===== src/rtl/parking_time_pkg.sv =====
// Shared constants, width helpers and the hh:mm time type for the parking time base.
// The optional alarm in parking_time_base is enabled with the PARKING_ALARM_EN macro.
package parking_time_pkg;

   localparam int DEF_TICKS_PER_MIN = 60;
   localparam int DEF_STEP          = 30;
   localparam int DEF_MIN_PER_HOUR  = 60;
   localparam int DEF_HOURS_PER_DAY = 24;
   localparam int DEF_DAY_W         = 12;

   // A modulus of 1 still needs a one-bit counter.
   function automatic int min_w(input int min_per_hour);
      return (min_per_hour > 1) ? $clog2(min_per_hour) : 1;
   endfunction

   function automatic int hour_w(input int hours_per_day);
      return (hours_per_day > 1) ? $clog2(hours_per_day) : 1;
   endfunction

   localparam int DEF_MIN_W  = min_w(DEF_MIN_PER_HOUR);
   localparam int DEF_HOUR_W = hour_w(DEF_HOURS_PER_DAY);

   typedef struct packed {
      logic [DEF_HOUR_W-1:0] hh;
      logic [DEF_MIN_W-1:0]  mm;
   } time_t;

endpackage


===== src/rtl/parking_time_base_mod_counter.sv =====
// Modulo-N counter with synchronous clear and load; wrap flags the enabled step
// from MODULUS-1 back to zero so the next stage can chain on it.
module mod_counter
   import parking_time_pkg::*;
#(
   parameter int WIDTH   = 6,
   parameter int MODULUS = 60
) (
   input  logic             clk,
   input  logic             rst,
   input  logic             en,
   input  logic             clr,
   input  logic             load,
   input  logic [WIDTH-1:0] load_val,
   output logic [WIDTH-1:0] count,
   output logic             wrap
);

   localparam logic [WIDTH-1:0] LAST = WIDTH'(MODULUS - 1);

   // wrap is only meaningful when the counter really steps this cycle
   assign wrap = en && !clr && !load && (count == LAST);

   // NOTE: sequential state uses non-blocking assignments so every register
   // samples the pre-edge values of its neighbours.
   always_ff @(posedge clk or posedge rst) begin
      if (rst) begin
         count <= '0;
      end else if (clr) begin
         count <= '0;
      end else if (load) begin
         count <= load_val;
      end else if (en) begin
         count <= wrap ? '0 : count + WIDTH'(1);
      end
   end

endmodule


===== src/rtl/parking_time_base.sv =====
// Time-of-day base: sub-minute accumulator, minute/hour/day counters, strobes and a
// validated time load. Optional alarm compare is built when PARKING_ALARM_EN is defined.
module parking_time_base
   import parking_time_pkg::*;
#(
   parameter int TICKS_PER_MIN = DEF_TICKS_PER_MIN,
   parameter int STEP          = DEF_STEP,
   parameter int MIN_PER_HOUR  = DEF_MIN_PER_HOUR,
   parameter int HOURS_PER_DAY = DEF_HOURS_PER_DAY,
   parameter int DAY_W         = DEF_DAY_W,
   localparam int HOUR_W       = hour_w(HOURS_PER_DAY),
   localparam int MIN_W        = min_w(MIN_PER_HOUR)
) (
   input  logic              clk,
   input  logic              rst,
   input  logic              start,
   input  logic              clear,
   input  logic              load_valid,
   output logic              load_ready,
   input  logic [HOUR_W-1:0] load_hour,
   input  logic [MIN_W-1:0]  load_min,
   output logic              load_err,
   output logic [MIN_W-1:0]  minute,
   output logic [HOUR_W-1:0] hour,
   output logic [DAY_W-1:0]  day_count,
   output logic              hour_pulse,
   output logic              day_pulse
`ifdef PARKING_ALARM_EN
   ,
   input  logic              alarm_set,
   input  logic [HOUR_W-1:0] alarm_hour,
   input  logic [MIN_W-1:0]  alarm_min,
   output logic              alarm
`endif
);

   if (STEP < 1 || STEP > TICKS_PER_MIN) begin : g_bad_step
      $error("parking_time_base: STEP must lie in 1..TICKS_PER_MIN");
   end

   // Wide enough for acc + STEP, which stays below 2*TICKS_PER_MIN.
   localparam int ACC_W = $clog2(2 * TICKS_PER_MIN);

   logic [ACC_W-1:0] acc;
   logic [ACC_W-1:0] acc_sum;
   logic             load_req;
   logic             range_ok;
   logic             load_ok;
   logic             load_bad;
   logic             tick;
   logic             carry;
   logic             min_wrap;
   logic             hour_wrap;

   assign load_ready = !rst;
   assign load_req   = load_valid && load_ready && !clear;
   assign range_ok   = (int'(load_hour) < HOURS_PER_DAY) && (int'(load_min) < MIN_PER_HOUR);
   assign load_ok    = load_req && range_ok;
   assign load_bad   = load_req && !range_ok;

   // Any accepted load request, good or bad, swallows the tick of that cycle.
   assign tick    = start && !clear && !load_req;
   assign acc_sum = acc + ACC_W'(STEP);
   assign carry   = tick && (acc_sum >= ACC_W'(TICKS_PER_MIN));

   // NOTE: reset is asynchronous and active-high; every register lists posedge rst
   // so the outputs drop the moment rst rises, without waiting for a clock.
   always_ff @(posedge clk or posedge rst) begin
      if (rst) begin
         acc <= '0;
      end else if (clear || load_ok) begin
         acc <= '0;
      end else if (tick) begin
         acc <= carry ? acc_sum - ACC_W'(TICKS_PER_MIN) : acc_sum;
      end
   end

   mod_counter #(
      .WIDTH   (MIN_W),
      .MODULUS (MIN_PER_HOUR)
   ) u_minute (
      .clk      (clk),
      .rst      (rst),
      .en       (carry),
      .clr      (clear),
      .load     (load_ok),
      .load_val (load_min),
      .count    (minute),
      .wrap     (min_wrap)
   );

   mod_counter #(
      .WIDTH   (HOUR_W),
      .MODULUS (HOURS_PER_DAY)
   ) u_hour (
      .clk      (clk),
      .rst      (rst),
      .en       (min_wrap),
      .clr      (clear),
      .load     (load_ok),
      .load_val (load_hour),
      .count    (hour),
      .wrap     (hour_wrap)
   );

   // Strobes are registered alongside the carry so they line up with the new time.
   always_ff @(posedge clk or posedge rst) begin
      if (rst) begin
         hour_pulse <= 1'b0;
         day_pulse  <= 1'b0;
         load_err   <= 1'b0;
         day_count  <= '0;
      end else begin
         hour_pulse <= min_wrap;
         day_pulse  <= hour_wrap;
         load_err   <= load_bad;
         if (clear) begin
            day_count <= '0;
         end else if (hour_wrap && (day_count != '1)) begin
            day_count <= day_count + DAY_W'(1);
         end
      end
   end

`ifdef PARKING_ALARM_EN
   logic [MIN_W-1:0]  min_next;
   logic [HOUR_W-1:0] hour_next;
   logic [HOUR_W-1:0] al_hour;
   logic [MIN_W-1:0]  al_min;
   logic              al_armed;
   logic              al_valid;

   // Time the counters will show after this edge when the minute advances.
   assign min_next  = min_wrap ? '0 : minute + MIN_W'(1);
   assign hour_next = hour_wrap ? '0 : (min_wrap ? hour + HOUR_W'(1) : hour);
   assign al_valid  = (int'(alarm_hour) < HOURS_PER_DAY) && (int'(alarm_min) < MIN_PER_HOUR);

   always_ff @(posedge clk or posedge rst) begin
      if (rst) begin
         al_hour  <= '0;
         al_min   <= '0;
         al_armed <= 1'b0;
         alarm    <= 1'b0;
      end else begin
         if (alarm_set && al_valid) begin
            al_hour  <= alarm_hour;
            al_min   <= alarm_min;
            al_armed <= 1'b1;
         end
         alarm <= al_armed && carry && (hour_next == al_hour) && (min_next == al_min);
      end
   end
`endif

endmodule

===== config.mk =====
export PLATFORM = sky130hd
export DESIGN_NAME = parking_time_base
export DESIGN_NICKNAME = d
export VERILOG_FILES = /design/src/rtl/parking_time_pkg.sv /design/src/rtl/parking_time_base_mod_counter.sv /design/src/rtl/parking_time_base.sv
export SDC_FILE = /design/constraint.sdc
export NUM_CORES = 1
export LEC_CHECK = 0
export ABC_AREA = 1
export ABC_CLOCK_PERIOD_IN_PS = 3900
export CAP_MARGIN = 20
export CORE_AREA = 2 2 83 85
export CTS_CLUSTER_SIZE = 28
export DETAILED_ROUTE_END_ITERATION = 10
export DIE_AREA = 0 0 85 87
export PLACE_DENSITY = 0.53
export SLEW_MARGIN = 20
export SYNTH_ARGS = -nofsm -noshare
export SYNTH_HDL_FRONTEND = slang
export SYNTH_SLANG_ARGS = --single-unit
export TNS_END_PERCENT = 20

===== constraint.sdc =====
create_clock -name clk -period 3.9 [get_ports clk]
set_input_delay 0.39 -clock clk [delete_from_list [all_inputs] [get_ports clk]]
set_output_delay 0.39 -clock clk [all_outputs]
set_load 0.01 [all_outputs]

==> metrics.txt <==
CP Class flip-flop to flip-flop; design area ~2800 sq um; top cell type's share of synthesized area 0.3626; total power between 1 and 1.5 mW; P_leak 1.499 nW; routed len/inst between 10 and 15 um; pin count of the biggest net entering global routing 34; synthesized area ~2200 sq um; CP max FO 12; Req. time, crit path 4.12 ns; relative slew slack 0.6553; vias between 2k and 2.5k; Post-synth EDFFs 0; endpoints failing hold 0; Final Slew Violations 0; # DRC 0; vias in the first global route about 2k; gr usage total 0.1602; Setup TNS 0 ns; Antenna Cells 0; Worst Hold Class primary input to async pin; Total Wirelength 5461 um; share of layout cells above drive strength 1 0.07799; clock-pin slew on the worst setup and hold paths around 0.07 ns; DR iter-0 viols 82; CTS Sinks 32; Nets ~380; Period Utilization, post-route 0.6683; Period minus WS final between 2 and 3 ns; Peak VDD IR approximately 0.00031 V; actual slew at the worst max-slew pin slightly above 0.5 ns; CTS tree yes; row count 30; Vert. Die Dim 87 um; die area 7395 sq um; CTS H-tree lvls 2; pwr dens between 400 and 500 nW/um^2; number of synthesized register bits 32; Port Buffer Count 42; DIE WIDTH approximately 85 um; # Post-CTS Setup Buffers 0; antenna violations before repair 0; global-route wire length before repair roughly 9400 um; Layout Skew about 0.0090 ns; CP Launch Type flip-flop; cell taking the most area after synthesis dfrtp_1; Final setup viols 0; Core ar. 6569 sq um; syn avg cell area 7.055 sq um; grt total ovfl 0; Worst-Skew Late Latency slightly below 0.3 ns; clock root cell clkbuf_8; most frequent cell after synthesis nand2_1; RSZ-0062 raised after global routing false; CP Data Arrival Time 2.83 ns; fmax 383.7 MHz; Final ANT Viol Nets 0; ys async rst share 1.000; status complete, no violations; DP Wirelength just over 4000 um; YS warnings 0; most frequent cells after synthesis 106 x nand2_1, 43 x nand3_1, 38 x inv_1, 32 x dfrtp_1, 19 x nor2_1; Area Growth Syn to Fin 26.97%; area of placed instances approximately 2700 sq um; I/O pin count 43; hold_buf cts 0; Starting Density 0.3362; max-cap viol count 0; Clock Path Buffers 2; total CTS buffers 5; syn_nets approximately 330; Unique masters post-synth 33; CP Capture Type flip-flop; synth top area cells dfrtp_1 36%, nand2_1 18%, nand3_1 9.7%; post-DR vias/cell about 4.7; Mapped Cells 313; sequential area share after synthesis 0.3626; Resized cells post-CTS 0; Final GP Congestion 0.8158; TritonRoute pass-1 iters 4; Post-synth top flop dfrtp_1
==> stage by stage <==
| step | std cells | utilization | hold slack (ns) | setup slack (ns) |
|---|---|---|---|---|
| 2_1_floorplan | 313 | - | 0.5127 | 1.567 |
| 3_3_place_gp | 431 | 0.4105 | 0.5289 | 1.169 |
| 3_5_place_dp | 431 | 0.4105 | 0.5330 | 1.159 |
| 4_1_cts | 439 | 0.4269 | 0.5333 | 1.298 |
| 5_1_grt | 439 | 0.4269 | 0.5666 | 0.9917 |
| 6_report | 439 | 0.4269 | 0.5106 | 1.294 |
==> routing by layer <==
layer  vias to the layer above  global-route usage  wire length (um)
met1                       945              0.2045              2599
met3                         5             0.03318               140
li1                       1083                   -                 -
met5                         -                   0                 0
met2                        28              0.2685              2640
met4                         0             0.05772                81
==> cell type report <==
class                      count  area [sq um]
fill                         687          3765
clock buffer                   6         72.57
tap                           80         100.1
inverter                      41         167.7
timing repair buffer          44         435.4
sequential                    32         800.8
clock inverter                 2         35.03
multi-input combinational    234          1192
==> report_power, final <==
group          leakage, nW  internal (mW)  switching (mW)
Sequential           0.440          0.369          0.0455
Combinational         1.00          0.221           0.352
Clock               0.0552          0.190           0.131
Total                 1.50          0.780           0.529
==> registers in the layout, indices dropped and copies added (netlist names) <==
register / flops
day_count: 12
acc: 6
u_minute.count: 6
u_hour.count: 5
day_pulse: 1
hour_pulse: 1
load_err: 1
==> cell usage in the layout, fill, tap and decap left out, drive strengths merged <==
master and count:
a21boi 1, a21oi 4, and3 1, buf 2
bufinv 2, clkbuf 6, clkdlybuf4s50 42, clkinv 2
dfrtp 32, ha 5, inv 39, mux2i 1
nand2 110, nand3 46, nand4 5, nor2 25
nor3 7, nor4 2, o21a 1, o21ai 6
o22ai 3, o32ai 1, or2 1, xnor2 2
xor2 13
==> worst max-delay path: stages, from the launching register on <==
cell and delay (ns):
dfrtp_1 0.39, bufinv_8 0.20, ha_1 0.24, inv_1 0.06, nand2_1 0.06, nand2_1 0.08, inv_1 0.09, ha_1 0.19
nand3_2 0.11, nor2_2 0.13, nand2_1 0.11, nand2_4 0.12, nand4_2 0.09, nor2_2 0.43, nand3_1 0.14, nand2_1 0.09
==> path summary, 6_finish.rpt <==
check / to / slack (ns) / startpoint / cells past startpoint
max: day_count[4] / 1.29 / acc[1] / 15
min: day_count[9] / 0.51 / rst / 3
max reg2reg: day_count[4] / 1.29 / acc[1] / 15
min reg2reg: u_minute.count[5] / 0.55 / u_minute.count[5] / 2
max in group asynchronous: acc[3] / 3.07 / rst / 3
min in group clk: u_minute.count[5] / 0.55 / u_minute.count[5] / 2
==> kinds of logic (layout without fill, tap and decap cells) <==
logic type                 count (synthesis)  in the layout  synth area share
DFF                                       32             32            0.3626
buffers and inverters                     47             93           0.09745
xor gates and xnor gates                  15             15           0.05949
AOI/OAI and AO/OA                         16             16           0.04193
adders and majority gates                  5              5           0.02833
and+or+nand+nor                          197            197            0.4057
muxes                                      1              1          0.004533
(Power assumes the default switching activity.)
